--- src/rtl/rr_resource_arbiter_if.sv ---
// rr_resource_arbiter_if
//   Bundles the request/grant signals between the requesting FSMs and the
//   shared-resource arbiter.
//
//   Handshake: req[i] is a level request. A requester raises it and keeps it
//   high for as long as it wants or uses the resource. gnt[i] high means
//   requester i owns the resource in this cycle. Ownership ends when the
//   requester drops req[i] or when the arbiter revokes gnt[i] on timeout.
//   A requester must never use the resource while its gnt bit is low.
//
//   Signals:
//     req          requester -> arbiter, N-bit level request
//     gnt          arbiter -> requester, N-bit one-hot grant (zero when no owner)
//     gnt_id       arbiter -> requester, index of the current owner
//     busy         arbiter -> requester, high while a grant is held
//     timeout_err  arbiter -> requester, one-cycle pulse on a timeout revoke
//     state        arbiter -> observer, controller state (IDLE/HOLD/GAP)
//   Modports: master = requester side, slave = arbiter side.
interface rr_resource_arbiter_if #(
    parameter int N   = 4,
    parameter int IDW = $clog2(N)
);
    logic [N-1:0]   req;
    logic [N-1:0]   gnt;
    logic [IDW-1:0] gnt_id;
    logic           busy;
    logic           timeout_err;
    logic [1:0]     state;

    modport master (
        output req,
        input  gnt, gnt_id, busy, timeout_err, state
    );

    modport slave (
        input  req,
        output gnt, gnt_id, busy, timeout_err, state
    );
endinterface

--- src/rtl/rr_resource_arbiter.sv ---
// rr_resource_arbiter
//   Round-robin arbiter with hold timeout that shares one downstream
//   resource among N requesters. A grant is held until the owner drops its
//   request, or revoked after TIMEOUT cycles (TIMEOUT=0 disables the limit).
//   Every grant is followed by a one-cycle GAP so the resource can turn
//   around. A requester that timed out is locked out until it drops req.
//
//   Ports:
//     clk      single clock, rising edge
//     reset_n  asynchronous active-low reset
//     bus      rr_resource_arbiter_if.slave (req in; gnt, gnt_id, busy,
//              timeout_err, state out)
module rr_resource_arbiter #(
    parameter int N       = 4,
    parameter int IDW     = $clog2(N),
    parameter int TIMEOUT = 16
) (
    input  logic                    clk,
    input  logic                    reset_n,
    rr_resource_arbiter_if.slave    bus
);
    // A zero-width counter is not legal, so keep one bit when timeout is off.
    localparam int CW = (TIMEOUT > 0) ? $clog2(TIMEOUT + 1) : 1;
    localparam logic [CW-1:0] CNT_MAX = CW'((TIMEOUT > 0) ? (TIMEOUT - 1) : 0);

    typedef enum logic [1:0] {
        IDLE = 2'b00,
        HOLD = 2'b01,
        GAP  = 2'b10
    } state_t;

    state_t         state_q, state_n;
    logic [N-1:0]   gnt_q, gnt_n;
    logic [IDW-1:0] gnt_id_q, gnt_id_n;
    logic [IDW-1:0] ptr_q, ptr_n;
    logic [CW-1:0]  cnt_q, cnt_n;
    logic [N-1:0]   lock_q, lock_n;
    logic           terr_q, terr_n;
    logic           busy;

    logic [N-1:0]   elig;
    logic [IDW-1:0] win;
    logic           win_vld;
    logic [IDW:0]   sum;
    logic [IDW-1:0] idx;

    assign elig = bus.req & ~lock_q;

    // Rotating first-set-bit search starting at ptr_q.
    always_comb begin
        win     = '0;
        win_vld = 1'b0;
        sum     = '0;
        idx     = '0;
        for (int i = 0; i < N; i++) begin
            sum = {1'b0, ptr_q} + (IDW + 1)'(i);
            if (sum >= (IDW + 1)'(N)) begin
                sum = sum - (IDW + 1)'(N);
            end
            idx = sum[IDW-1:0];
            if (!win_vld && elig[idx]) begin
                win_vld = 1'b1;
                win     = idx;
            end
        end
    end

    // State register (all controller state).
    always_ff @(posedge clk or negedge reset_n) begin
        if (!reset_n) begin
            state_q  <= IDLE;
            gnt_q    <= '0;
            gnt_id_q <= '0;
            ptr_q    <= '0;
            cnt_q    <= '0;
            lock_q   <= '0;
            terr_q   <= 1'b0;
        end else begin
            state_q  <= state_n;
            gnt_q    <= gnt_n;
            gnt_id_q <= gnt_id_n;
            ptr_q    <= ptr_n;
            cnt_q    <= cnt_n;
            lock_q   <= lock_n;
            terr_q   <= terr_n;
        end
    end

    // Next-state and datapath.
    always_comb begin
        state_n  = state_q;
        gnt_n    = gnt_q;
        gnt_id_n = gnt_id_q;
        ptr_n    = ptr_q;
        cnt_n    = cnt_q;
        terr_n   = 1'b0;
        // Any requester sampled low loses its lockout.
        lock_n   = lock_q & bus.req;

        case (state_q)
            IDLE: begin
                if (win_vld) begin
                    state_n       = HOLD;
                    gnt_n         = '0;
                    gnt_n[win]    = 1'b1;
                    gnt_id_n      = win;
                    ptr_n         = (win == IDW'(N - 1)) ? '0 : win + 1'b1;
                    cnt_n         = '0;
                end
            end
            HOLD: begin
                // Release wins over a timeout landing on the same edge.
                if (!bus.req[gnt_id_q]) begin
                    state_n = GAP;
                    gnt_n   = '0;
                end else if ((TIMEOUT != 0) && (cnt_q == CNT_MAX)) begin
                    state_n          = GAP;
                    gnt_n            = '0;
                    terr_n           = 1'b1;
                    lock_n[gnt_id_q] = 1'b1;
                end else begin
                    cnt_n = cnt_q + 1'b1;
                end
            end
            GAP: begin
                state_n = IDLE;
            end
            default: begin
                state_n = IDLE;
                gnt_n   = '0;
            end
        endcase
    end

    // Outputs.
    always_comb begin
        busy = (state_q == HOLD);
    end

    assign bus.gnt         = gnt_q;
    assign bus.gnt_id      = gnt_id_q;
    assign bus.busy        = busy;
    assign bus.timeout_err = terr_q;
    assign bus.state       = state_q;
endmodule

--- src/flat_wrapper.sv ---
// flat-port wrapper written by rule: the top's interface ports become plain ports
module rr_resource_arbiter_flat 
#(
    parameter int N       = 4,
    parameter int IDW     = $clog2(N),
    parameter int TIMEOUT = 16
)
  (clk, reset_n, bus_req, bus_gnt, bus_gnt_id, bus_busy, bus_timeout_err, bus_state);
  rr_resource_arbiter_if #(.N(N), .IDW(IDW)) bus_i ();
  input  logic clk;
  input  logic reset_n;
  input wire logic [$bits(bus_i.req)-1:0] bus_req;
  output wire logic [$bits(bus_i.gnt)-1:0] bus_gnt;
  output wire logic [$bits(bus_i.gnt_id)-1:0] bus_gnt_id;
  output wire logic [$bits(bus_i.busy)-1:0] bus_busy;
  output wire logic [$bits(bus_i.timeout_err)-1:0] bus_timeout_err;
  output wire logic [$bits(bus_i.state)-1:0] bus_state;
  assign bus_i.req = bus_req;
  assign bus_gnt = bus_i.gnt;
  assign bus_gnt_id = bus_i.gnt_id;
  assign bus_busy = bus_i.busy;
  assign bus_timeout_err = bus_i.timeout_err;
  assign bus_state = bus_i.state;
  rr_resource_arbiter #(.N(N), .IDW(IDW), .TIMEOUT(TIMEOUT)) u_core (.clk(clk), .reset_n(reset_n), .bus(bus_i));
endmodule
--- config.mk ---
export PLATFORM = sky130hd
export DESIGN_NAME = rr_resource_arbiter_flat
export DESIGN_NICKNAME = d
export VERILOG_FILES = /design/src/rtl/rr_resource_arbiter_if.sv /design/src/rtl/rr_resource_arbiter.sv /design/src/flat_wrapper.sv
export SDC_FILE = /design/constraint.sdc
export NUM_CORES = 1
export LEC_CHECK = 0
export ABC_AREA = 1
export BUFFER_PORTS_ARGS = -buffer_cell sky130_fd_sc_hd__buf_2
export CAP_MARGIN = 10
export CORE_MARGIN = 1
export CORE_UTILIZATION = 60
export CTS_CLUSTER_DIAMETER = 100
export CTS_CLUSTER_SIZE = 24
export DETAILED_ROUTE_END_ITERATION = 8
export HOLD_SLACK_MARGIN = 0.03
export PLACE_DENSITY = 0.83
export SYNTH_ARGS = -nofsm -noshare
export SYNTH_HDL_FRONTEND = slang
export SYNTH_SLANG_ARGS = --single-unit
--- constraint.sdc ---
create_clock -name clk -period 6 [get_ports clk]
set_clock_uncertainty 0.15 [all_clocks]
set_input_delay 1.2 -clock clk [delete_from_list [all_inputs] [get_ports clk]]
set_output_delay 1.2 -clock clk [all_outputs]
set_load 0.03 [all_outputs]
==> metrics.yaml <==
layout:
  synthToLayoutAreaGrowth_pct: 9.88
  multi_input_area_um2: 634
  final-seq-area_um2: 500
  final_util_pct: 69.5
  drive_above_1_share_pct: 19.0
  diodes: 0
  nFillCells: 193
  nNetsFinal: 192
floorplan:
  start_util_pct: 63.3
  ioPinCount: 16
  die_area_um2: 2250
  die_h_um: 47.5
  rows: 16
  core_um2: 1960
  die_w_um: 47.5
timing:
  final.period_utilization_pct: 44.3
  finalSetupViolations: 0
  period_needed_ns: 2.66
  finalHoldViolations: 0
  max_slew_margin_pct: 68.4
  fmaxAchievable_mhz: 376
  finalSetupTns_ns: 0
  slew_viol_final: 0
  rsz0062_at_grt: "false"
  worst_pin_slew_ns: 0.468
synthesis:
  synth_top_area_share_pct: 40.3
  yosysWarnings: 0
  async_reset_ff_share_pct: 100
  synthesis.nets: 174
  synth_commonest_cells: "nand2_1 (47), nand3_1 (28), dfrtp_1 (20)"
  ys_seq_area_share_pct: 40.3
  syn_area_per_cell_um2: 7.66
  synth.cell_area_um2: 1240
  yosysUniqueCellTypes: 23
  yosys.area.top_type: "dfrtp_1"
  synth_edf_count: 0
  synth_most_common_cell: "nand2_1"
  synthFlopType: "dfrtp_1"
  synthTopCellsByArea: "dfrtp_1 (40%), nand2_1 (14%), nand3_1 (11%), ha_1 (6.0%), inv_1 (5.1%)"
  syn-instance-count: 162
  ys_seq_elements: 20
critical_path:
  crit_path_end: "bus_busy"
  r2r-end: "u_core.ptr_q[1]"
  r2r_slack_ns: 3.81
  worstRegToRegCells: 12
  critPathArrivalTime_ns: 1.31
  crit_type: "flop to output port"
  start_kind: "flop"
  r2r-start: "u_core.ptr_q[0]"
  worst_ep_required_time_ns: 4.65
  cp-startpoint: "u_core.bus.state[0]"
  end_kind: "output port"
  critPathMaxFanout: 5
hold_path:
  min_path_type: "flop to flop"
placement:
  gp_congestion: 0.756
  io_buffers: 15
  dp_hpwl_um: 1880
cts:
  clockRootBuffer: "clkbuf_4"
  path_clk_slew_ns: 0.11
  cts_tree: "built"
  cts_hold_buf: 0
  h-tree-depth: 1
  cts_max_path_buffers: 2
  cts_inserted_buffers: 3
  cts_resized: 0
  clkLatencyLatePin_ns: 0.29
  cts_setup_buffers: 0
  clkSinkCount: 20
power_and_ir_drop:
  peakVddDrop_mv: 0.373
  power_density_nw_per_um2: 558
  total_power_uw: 761
  p_leak_uw: 0.000732
detailed_routing:
  wl_per_cell_um: 11.6
  via_per_inst: 5.26
  drt_wl_total_um: 2400
  ant_nets: 0
  drt_iter0_drc: 24
  drc: 0
  first_pass_iters: 4
  vias: 1083
global_routing:
  grt_pass1_wl_um: 3840
  grt_remaining_overflow: 0
  grt_max_degree: 21
  antenna_found_initial: 0
  grt_pass1_vias: 926
  grt_usage_pct: 24.7
run_status:
  outcome: "finished clean"
run:
  drv_cap: 0
critical path, stage by stage (launching register included):
cell     delay [ns]
dfrtp_1        0.41
inv_1          0.10
nor2_1         0.24
buf_2          0.26
metal layers:
layer  routed length, µm  vias to the layer above  part of all wire, %  global-route usage, %
li1                    -                      563                    -                      -
met1                1140                      507                   47                   31.5
met2                1190                       11                   50                   43.0
met3                  54                        2                  2.3                   3.40
met4                  14                        0                 0.58                   8.57
met5                   0                        -                    0                      0
area by class of cell:
cell class                 instances  share of cell area [%]
timing repair buffer              15                    5.50
inverter                          21                    6.15
sequential                        20                    36.7
clock buffer                       4                    2.66
multi-input combinational        119                    46.5
tap                               27                    2.48
per-stage QoR:
step | hold WS [ns] | area (µm²) | instances | setup WS (ns)
2_1_floorplan | 0.300 | 1240 | 162 | 3.36
5_1_grt | 0.399 | 1360 | 206 | 3.23
6_report | 0.357 | 1360 | 206 | 3.34
3_5_place_dp | 0.337 | 1330 | 202 | 3.07
4_1_cts | 0.364 | 1360 | 206 | 3.36
3_3_place_gp | 0.327 | 1330 | 202 | 3.15
cell families after synthesis:
| group | after synthesis | share of synthesized area, % |
|---|---|---|
| simple gates | 98 | 37.9 |
| flops | 20 | 40.3 |
| buf+inv | 23 | 8.57 |
| xor+xnor | 1 | 0.706 |
| fa+ha+maj | 6 | 6.05 |
| compound gates | 14 | 6.45 |
worst min path at each step:
stage / slack (ns) / endpoint / depth (start not counted) / from
5_1_grt: 0.40 / u_core.bus.gnt[0] / 2 / u_core.bus.gnt[0]
4_1_cts: 0.36 / u_core.bus.gnt[0] / 2 / u_core.bus.gnt[0]
2_1_floorplan: 0.30 / u_core.lock_q[1] / 2 / u_core.lock_q[1]
3_5_place_dp: 0.34 / u_core.bus.gnt[0] / 2 / u_core.bus.gnt[0]
3_3_place_gp: 0.33 / u_core.lock_q[2] / 2 / u_core.lock_q[2]
6_report: 0.36 / u_core.lock_q[2] / 2 / u_core.lock_q[2]
placed cells by master (no fill, tap or decap), drive strengths merged:
master / n
o31ai: 1
nand3: 31
o21ai: 11
xor2: 1
o32ai: 1
nand2: 53
nor3b: 1
dfrtp: 20
clkbuf: 4
nand4: 4
inv: 21
nor2: 9
a21oi: 1
ha: 6
buf: 15
report_power, final:
| group | internal [µW] | switching [µW] |
|---|---|---|
| clock | 37.0 | 39.1 |
| combinational | 144 | 327 |
| sequential | 169 | 43.3 |
sequential cells by signal (all words and copies together), names as in the netlist:
name	cells
u_core.cnt_q	5
u_core.bus.gnt	4
u_core.lock_q	4
u_core.bus.gnt_id	2
u_core.bus.state	2
u_core.ptr_q	2
u_core.bus.timeout_err	1
(Power assumes the default switching activity.)
